## src/rtl/fetch_sequencer.sv

```systemverilog
// Fetch-stage controller: owns the PC, presents words to decode, applies redirects, halts on HCF.
// Optional accepted-instruction counter enabled by defining FETCH_SEQ_PERF_CNT_EN.
module fetch_sequencer #(
  parameter int unsigned         PC_WIDTH = 64,
  parameter logic [PC_WIDTH-1:0] RESET_PC = '0
) (
  input  logic                CLOCK,
  input  logic                RESET,
  input  logic                start,
  output logic [PC_WIDTH-1:0] imem_addr,
  input  logic [31:0]         imem_data,
  output logic [31:0]         instr,
  output logic [PC_WIDTH-1:0] instr_pc,
  output logic                instr_valid,
  input  logic                instr_ready,
  input  logic                redirect_valid,
  input  logic [PC_WIDTH-1:0] redirect_pc,
  output logic                halted,
  output logic [1:0]          state,
  output logic [31:0]         fetch_count
);

  typedef enum logic [1:0] {
    StIdle = 2'b00,
    StRun  = 2'b01,
    StHalt = 2'b10
  } state_e;

  state_e              state_q, state_d;
  logic [PC_WIDTH-1:0] pc_q, pc_d;
  logic [31:0]         instr_q, instr_d;
  logic [PC_WIDTH-1:0] instr_pc_q, instr_pc_d;
  logic                instr_valid_q, instr_valid_d;
  logic                hcf_pending_q, hcf_pending_d;
  logic                accept;
  logic                is_hcf;
  logic [PC_WIDTH-1:0] redirect_target;

  assign accept = instr_valid_q && instr_ready;
  // HCF: R-type opcode, funct3 000, funct7 0000001; register fields are don't-care.
  assign is_hcf = (imem_data[6:0] == 7'h33) && (imem_data[14:12] == 3'b000) &&
                  (imem_data[31:25] == 7'h01);
  assign redirect_target = redirect_pc & ~{{(PC_WIDTH-2){1'b0}}, 2'b11};

  always_comb begin
    state_d       = state_q;
    pc_d          = pc_q;
    instr_d       = instr_q;
    instr_pc_d    = instr_pc_q;
    instr_valid_d = instr_valid_q;
    hcf_pending_d = hcf_pending_q;
    unique case (state_q)
      StIdle: begin
        if (redirect_valid) pc_d = redirect_target;
        if (start) state_d = StRun;
      end
      StRun: begin
        if (redirect_valid) begin
          // A same-cycle accepted word is consumed; the pending HCF is flushed.
          pc_d          = redirect_target;
          instr_valid_d = 1'b0;
          hcf_pending_d = 1'b0;
        end else if (hcf_pending_q && accept) begin
          state_d       = StHalt;
          instr_valid_d = 1'b0;
          hcf_pending_d = 1'b0;
        end else if ((!instr_valid_q || instr_ready) && !hcf_pending_q) begin
          instr_d       = imem_data;
          instr_pc_d    = pc_q;
          instr_valid_d = 1'b1;
          hcf_pending_d = is_hcf;
          pc_d          = pc_q + PC_WIDTH'(4);
        end
      end
      StHalt: ;
      default: state_d = StIdle;
    endcase
  end

  always_ff @(posedge CLOCK or negedge RESET) begin
    if (!RESET) begin
      state_q       <= StIdle;
      pc_q          <= RESET_PC;
      instr_q       <= '0;
      instr_pc_q    <= '0;
      instr_valid_q <= 1'b0;
      hcf_pending_q <= 1'b0;
    end else begin
      state_q       <= state_d;
      pc_q          <= pc_d;
      instr_q       <= instr_d;
      instr_pc_q    <= instr_pc_d;
      instr_valid_q <= instr_valid_d;
      hcf_pending_q <= hcf_pending_d;
    end
  end

  assign imem_addr   = pc_q;
  assign instr       = instr_q;
  assign instr_pc    = instr_pc_q;
  assign instr_valid = instr_valid_q;
  assign halted      = (state_q == StHalt);
  assign state       = state_q;

`ifdef FETCH_SEQ_PERF_CNT_EN
  logic [31:0] fetch_count_q;

  always_ff @(posedge CLOCK or negedge RESET) begin
    if (!RESET) begin
      fetch_count_q <= '0;
    end else if (accept && (fetch_count_q != 32'hFFFF_FFFF)) begin
      fetch_count_q <= fetch_count_q + 32'd1;
    end
  end

  assign fetch_count = fetch_count_q;
`else
  assign fetch_count = '0;
`endif

endmodule
```

## config.mk

```make
export PLATFORM = sky130hd
export DESIGN_NAME = fetch_sequencer
export DESIGN_NICKNAME = d
export VERILOG_FILES = /design/src/rtl/fetch_sequencer.sv
export SDC_FILE = /design/constraint.sdc
export NUM_CORES = 1
export LEC_CHECK = 0
export CAP_MARGIN = 5
export CELL_PAD_IN_SITES_DETAIL_PLACEMENT = 1
export CELL_PAD_IN_SITES_GLOBAL_PLACEMENT = 1
export CORE_ASPECT_RATIO = 0.75
export CORE_MARGIN = 8
export CORE_UTILIZATION = 36
export DETAILED_ROUTE_END_ITERATION = 16
export GPL_TIMING_DRIVEN = 0
export PLACE_DENSITY = 0.95
export SLEW_MARGIN = 20
export SYNTH_ARGS = -nofsm -noshare
export SYNTH_HDL_FRONTEND = slang
export SYNTH_SLANG_ARGS = --single-unit
```

## constraint.sdc

```tcl
create_clock -name CLOCK -period 5.45 [get_ports CLOCK]
set_input_delay 0.8175 -clock CLOCK [delete_from_list [all_inputs] [get_ports CLOCK]]
set_output_delay 0.8175 -clock CLOCK [all_outputs]
set_load 0.05 [all_outputs]
```

Word level (Yosys, flattened, before mapping)
Index checks and enable logic that the tools add are counted.
- add/sub/neg operators: 1
- eq/ne operators: 10
- mux-type cells: 15
- bitwise operators: 3
- reductions and logical operators: 16
- operators with widths (kind ; count):
    $mux W64 ; 4
    $pmux W64 S2 ; 1
    $add A64 B3 Y64 const B ; 1
    $reduce_and A4 Y1 ; 3
    $ne A2 B2 Y1 const B ; 4
    $eq A7 B1 Y1 const B ; 1
    $eq A7 B6 Y1 const B ; 1
    $mux W1 ; 6
    $mux W2 ; 3
    $ne A3 B3 Y1 const B ; 2
    $pmux W2 S3 ; 1
    $logic_and A1 B1 Y1 ; 5
    $logic_not A3 Y1 ; 1
    $not A1 Y1 ; 3
    $reduce_bool A3 Y1 ; 1
    $eq A2 B1 Y1 const B ; 1
    $eq A2 B2 Y1 const B ; 1
    $logic_not A1 Y1 ; 2
    $logic_not A2 Y1 ; 1
    $reduce_and A2 Y1 ; 1
    $reduce_bool A2 Y1 ; 1
    $logic_or A1 B1 Y1 ; 1
- register bits after elaboration: 164
- output and inout bits: 196
- logic and storage cells: 51

Logic depth before layout (Yosys ltp)
Gate-level depths: netlist of run 1.
- depth in word-level cells: 7
- mapped depth: 8
- gate-level depth less buffers: 6

Worst setup path before layout of run 1
No wires, ideal clock.
- path type: reg2out
- start: reg state_q[1], in the netlist state[1]
- end: out halted
- data arrival time: 1.968 ns
- data required time: 4.633 ns
- setup slack: 2.665 ns
- stages on the path, launching flop included: 5
- buffers on the path: 2
- path through: dfrtp_1 -> clkbuf_1 -> inv_1 -> clkbuf_1 -> nor2_1
- longest elaborated chain between the ends: 1
- ends and longest elaborated chain (what ; RTL line ; text):
    start: declaration ; 29 ; state_e state_q, state_d;
    start signal: assignment ; 82 ; state_q <= StIdle;
    start signal: assignment ; 89 ; state_q <= state_d;
    $eq A2 B2 Y1 ; 102 ; assign halted = (state_q == StHalt);
    end: declaration ; 18 ; output logic halted,
No other way between the ends.

Worst setup path in the final report of run 1
Same ends and word-level chain as after synthesis.

==> metrics.txt, run 1 <==
Fin. Hold Viols=0; final setup vio count=0; Die Footprint=just under 30000 um2; startpoint types=register; HPWL Detailed=30400 um; die height=149 um; number of remaining DRC errors=0; vias in the first global route=10065; Clock Path Buffers=2; initial antenna violation count=0; Worst Setup Slack, final=1.71 ns; Slew @ Worst Pin=0.982 ns; pin count of the biggest net entering global routing=86; Critical Path Most Common Cell=clkbuf_1; Worst VDD drop=roughly 0.21 mV; clock root cell=clkbuf_16; register area=between 4000 and 5000 um2; status=finished clean; crit path max fanout=10; FF-to-FF setup slack=2.50 ns; # hold bufs at CTS=0; Final Max Tran Viols=0; TNS Setup=0 ns; Yosys top cell by area=dfrtp_1; asr flop ratio synth=between 90% and 100%; Avg Vias per Cell=5.90; Placer Congestion=0.953; Critical-path top delay cell=clkdlybuf4s50_1; ys flop type=dfrtp_1; Sink Count=160; crit path cell chain=clkbuf_1, inv_1, clkbuf_1, nor2_1, clkdlybuf4s50_1; Util after Layout=52.9%; die width=~190 um; starting density of the core=between 30% and 40%; area grow syn2layout=43.4%; Cells after DPL=1614; Min-Delay Path Class=input pin to async pin; Synth top area share=a little under half; DR vias=9705; kind of end point of the critical path=output port; Multi-input gate area=4090 um2; RSZ-0062 raised after global routing=false; # Max-Cap Violations=0; Core Area=23100 um2; synth unique cells=59; worst skew pair latency=0.45 ns; Final ANT Viol Nets=0; WL/cell=24.7 um; Syn Area/Cell=about 8.4 um2; Final #Nets=1435; cell row count=48; Post-synth EDFFs=0; ranking of synthesized cells by area=dfrtp_1 (47%), nand2_1 (14%), buf_4 (3.3%); initial DRC count=893; Fillers=around 2800; synthesized cell area=8520 um2; post-CTS setup buffers=0; Worst Path Required=between 4 and 5 ns; Max-slew headroom=34.5%; Critical Path AT=2.92 ns; share of layout cells above drive strength 1=6.92%; post-synthesis sequential area ratio=47.0%; LEAKAGE=approximately 5.4 nW; Synth Register Bits=160; post-CTS resize count=0; cts bufs inserted=17; post-layout min period=between 3 and 4 ns; num ports=297; first-pass GRT wire length=61500 um; GRT Overall Usage=about 27%; Max stage delay on crit path=0.89 ns; Max Fclk=0.268 GHz; Syn. warnings=0; Mapped Cells=just over 1000; Post-Layout Cell Count=about 1600; CTS tree=built; Clock Skews=0.0114 ns; PD cells=353 nW/um2; htree depth=4; Pre-antenna DRT Iters=5; I/O Buffers=around 260; wirelength, routed=40700 um; pre-CTS WS=1.85 ns; Worst-path clk slew=0.07 ns; aggregate global routing overflow=0; period utilisation layout=approximately two thirds; critical path type=register to output port
## per-layer routing
layer | vias up | part of all wire [%] | global-route usage, % | wire length, um
li1 | 4166 | - | - | -
met1 | 4826 | 42 | 36.1 | 17000
met2 | 614 | 45 | 42.5 | 18100
met3 | 99 | 11 | 8.43 | 4470
met4 | 0 | 2.8 | 9.60 | 1150
met5 | - | 0 | 0 | 0
## critical path, delay by kind of cell (launching register included)
kind	cells	cell delay (ns)
flops	1	0.43
simple gates	1	0.17
buf+inv	4	1.87
## final timing paths
kind	start	end	cells past startpoint
worst max-delay path	state[1]	halted	5
worst min-delay path	RESET	instr_pc[6]	1
worst max register to register	state[1]	imem_addr[26]	5
worst min register to register	instr_pc[56]	instr_pc[56]	2
max in group asynchronous	RESET	imem_addr[46]	2
min in group CLOCK	instr_pc[56]	instr_pc[56]	2
## through the flow
stage               area, um2  power [mW]  hold WS [ns]
detailed placement      11600        3.07         0.464
global placement        11600        3.03         0.456
floorplan                8660        2.44         0.522
finish                  12200        4.31         0.392
CTS                     12200        4.31         0.418
global route            12200        4.46         0.438
## area by class of cell
| class | count | area share [%] |
|---|---|---|
| multi-input combinational | 788 | 33.5 |
| sequential | 160 | 32.8 |
| timing repair buffer | 259 | 21.4 |
| buffer | 101 | 4.38 |
| clock buffer | 19 | 3.54 |
| tap | 300 | 3.07 |
| clock inverter | 11 | 1.16 |
| inverter | 6 | 0.184 |
| antenna | 1 | 0.0205 |
## cell usage after synthesis, drive strengths merged (14+ instances only)
cell      n
clkbuf   47
nand3    48
a21oi    35
nor4     20
dfrtp   160
nor3     22
nor2     53
o21ai    23
nand2   327
and3     20
and4     14
buf      54
nand4    39
and2     14
## cell families after synthesis
| kind of cell | Yosys count | share of synthesized area [%] |
|---|---|---|
| simple gates | 589 | 33.0 |
| compound gates | 154 | 12.3 |
| flops | 160 | 47.0 |
| fa+ha+maj | 1 | 0.147 |
| buf+inv | 107 | 6.55 |
| mux | 8 | 0.939 |
| other cells | 1 | 0.0440 |
## state kept, by name (all words and copies together), names as in the netlist
name	cells
imem_addr	62
state	2
instr	32
instr_valid	1
instr_pc	62
hcf_pending_q	1
## where the power goes
group / switching, mW / internal (mW)
registers: 0.185 / 1.34
logic: 1.05 / 0.490
clock network: 0.529 / 0.713
## layout by cell type, fill, tap and decap left out, drive strengths merged, types with 7 or more instances in the layout
| cell type | n |
|---|---|
| a21oi | 35 |
| and3 | 20 |
| o22a | 7 |
| nand3 | 48 |
| nor3 | 22 |
| mux2i | 8 |
| a31oi | 12 |
| clkdlybuf4s50 | 257 |
| buf | 56 |
| nand2 | 327 |
| nor2 | 53 |
| nand4 | 39 |
| clkbuf | 66 |
| a2bb2oi | 12 |
| o22ai | 13 |
| conb | 36 |
| o21ai | 23 |
| a32oi | 11 |
| dfrtp | 160 |
| and4 | 14 |
| inv | 7 |
| nor4 | 20 |
| and2 | 14 |
Power figures use the tool's default switching activity.
==> run 2: changes to the inputs <==
--- a/config.mk
+++ b/config.mk
@@ -10,10 +10,10 @@
 export CELL_PAD_IN_SITES_GLOBAL_PLACEMENT = 1
 export CORE_ASPECT_RATIO = 0.75
 export CORE_MARGIN = 8
-export CORE_UTILIZATION = 36
+export CORE_UTILIZATION = 30
 export DETAILED_ROUTE_END_ITERATION = 16
 export GPL_TIMING_DRIVEN = 0
-export PLACE_DENSITY = 0.95
+export PLACE_DENSITY = 0.88
 export SLEW_MARGIN = 20
 export SYNTH_ARGS = -nofsm -noshare
 export SYNTH_HDL_FRONTEND = slang
==> constraint.sdc (replaced) <==
create_clock -name CLOCK -period 3.4 [get_ports CLOCK]
set_input_delay 0.51 -clock CLOCK [delete_from_list [all_inputs] [get_ports CLOCK]]
set_output_delay 0.51 -clock CLOCK [all_outputs]
set_load 0.05 [all_outputs]
==> metrics.txt, run 2 (synthesized netlist as in run 1, its figures left out) <==
Critical-path top delay cell=dlygate4sd2_1; Placer Congestion=0.944 (-0.95%); crit path max fanout=10 (unchanged); Clock Path Buffers=2 (unchanged); Max Fclk=0.314 GHz; wirelength, routed=40300 um (-0.87%); Die Footprint=34100 um2 (+18%); Clock Skews=0.0140 ns (+0.00263 ns); DR vias=9468 (-2.4%); HPWL Detailed=30400 um (about the same); post-layout min period=between 3 and 4 ns; Worst Path Required=2.89 ns (-1.74 ns); Avg Vias per Cell=5.46 (-7.4%); reg2reg path depth=7 (+2); Max stage delay on crit path=0.62 ns (-0.27 ns); Final #Nets=1435 (unchanged); first-pass GRT wire length=60300 um (-1.9%); Max-slew headroom=29.8% (-4.7 points); commonest non-fill, non-tap cell in the layout=nand2_1; Core Area=28000 um2 (+21%); Worst-path clk slew=0.07 ns (about the same); share of layout cells above drive strength 1=7.21% (+0.29 points); dpl cell area=11800 um2 (+0.91%); crit path cell chain=clkbuf_1, inv_1, clkbuf_1, nor2_1, dlygate4sd2_1; Final Max Tran Viols=0 (unchanged); initial antenna violation count=4 (+4); Fin. Hold Viols=0 (unchanged); Fillers=3338 (+21%); worst r2r src=state[0]; LEAKAGE=5.36 nW (about the same); RR Endpoint=imem_addr[23]; # Max-Cap Violations=0 (unchanged); pin count of the biggest net entering global routing=88 (+2.3%); Min-Delay Path Class=input pin to async pin; cell row count=53 (+10%); clock root cell=clkbuf_16; GRT Overall Usage=23.0% (-4.4 points); Critical Path Most Common Cell=clkbuf_1; critical path type=register to output port; cts bufs inserted=17 (unchanged); initial DRC count=932 (+4.4%); Hold WS=0.0205 ns (-0.371 ns); most frequent cells in the layout=nand2_1 (327), clkdlybuf4s50_1 (256), dfrtp_1 (160); status=finished clean; RSZ-0062 raised after global routing=false; Finished Cell Area=12300 um2 (+0.87%); aggregate global routing overflow=0 (unchanged); vias in the first global route=9705 (-3.6%); I/O Buffers=258 (unchanged); htree depth=4 (unchanged); die height=162 um (+8.5%); Sink Count=160 (unchanged); area grow syn2layout=44.6%; post-CTS setup buffers=0 (unchanged); Critical Path AT=2.68 ns (-0.24 ns); worst skew pair latency=0.45 ns (about the same); number of remaining DRC errors=0 (unchanged); Util after Layout=44.1% (-8.8 points); starting density of the core=30.5% (-6.4 points); Final ANT Viol Nets=0 (unchanged); die width=211 um (+8.8%); Pre-antenna DRT Iters=5 (unchanged); startpoint types=register; kind of end point of the critical path=output port; FF-to-FF setup slack=0.47 ns (-2.03 ns); final setup vio count=0 (unchanged); CTS tree=built; num ports=297 (unchanged); WL/cell=23.3 um (-5.9%); Slew @ Worst Pin=1.04 ns (+0.0609 ns); PD cells=557 nW/um2 (+58%); period utilisation layout=93.8%; Worst VDD drop=0.383 mV (+84%); overall power=6.87 mW (+59%)
-- run 2: cell types whose count changed in the layout (fill, tap and decap cells not counted) --
cell,change
diode_2,+1
dlygate4sd2_1,+1
bufinv_16,-2
inv_6,+5
clkdlybuf4s50_1,-1
clkinv_2,-3
clkinv_4,+3
inv_8,+1
clkbuf_1,-2
-- run 2: what timing repair did --
action                     CTS  global route
hold endpoints to repair     0             0
resized for setup            1             0
setup endpoints to repair    1             0
hold buffers                 0             0
-- run 2: layout make-up --
cell class / count / area [um2] / share of cell area (%)
multi-input cells: 788 / 4090 / 33.2
flip-flops and latches: 160 / 4000 / 32.5
clock buffers: 17 / 425 / 3.45
repair buffers: 259 / 2610 / 21.2
clock inverters: 15 / 148 / 1.20
plain buffers: 101 / 536 / 4.34
inverters: 6 / 22.5 / 0.183
well taps: 385 / 482 / 3.91
diodes: 2 / 5.00 / 0.0406
-- run 2: how the worst max path moves through the flow --
stage	startpoint	end	slack (ns)	cells after the start
3_3_place_gp	RESET	instr_pc[52]	-5.47	1
5_1_grt	state[1]	halted	0.08	5
6_report	state[1]	halted	0.21	5
4_1_cts	state[1]	halted	0.24	5
2_1_floorplan	state[1]	halted	0.92	4
3_5_place_dp	instr_ready	imem_addr[40]	0.08	7
-- run 2: worst max-delay path: cells and delay by family (launching register included) --
| family | cells | cell delay (ns) |
|---|---|---|
| buf+inv | 4 | 1.65 |
| flops | 1 | 0.42 |
| simple gates | 1 | 0.15 |
-- run 2: report_power, final --
part | internal, mW | switching (mW)
sequential | 2.15 | 0.298
combinational | 0.785 | 1.66
clock | 1.03 | 0.937
total | 3.97 | 2.90
-- run 2: metal layers --
metal,part of all wire (%),up-vias,wire length [um],track usage [%]
met5,0.057,-,23,0
met4,2.6,4,1030,8.16
met3,11,82,4300,7.64
met2,45,526,18000,35.0
met1,42,4698,17000,30.2
li1,-,4158,-,-
-- run 2: per-stage QoR --
step | setup WS [ns] | setup TNS, ns | cells
5_1_grt | 0.0808 | 0 | 1733
4_1_cts | 0.241 | 0 | 1731
3_5_place_dp | 0.0758 | 0 | 1699
3_3_place_gp | -5.47 | -872.65 | 1698
2_1_floorplan | 0.922 | 0 | 1055
6_report | 0.212 | 0 | 1733
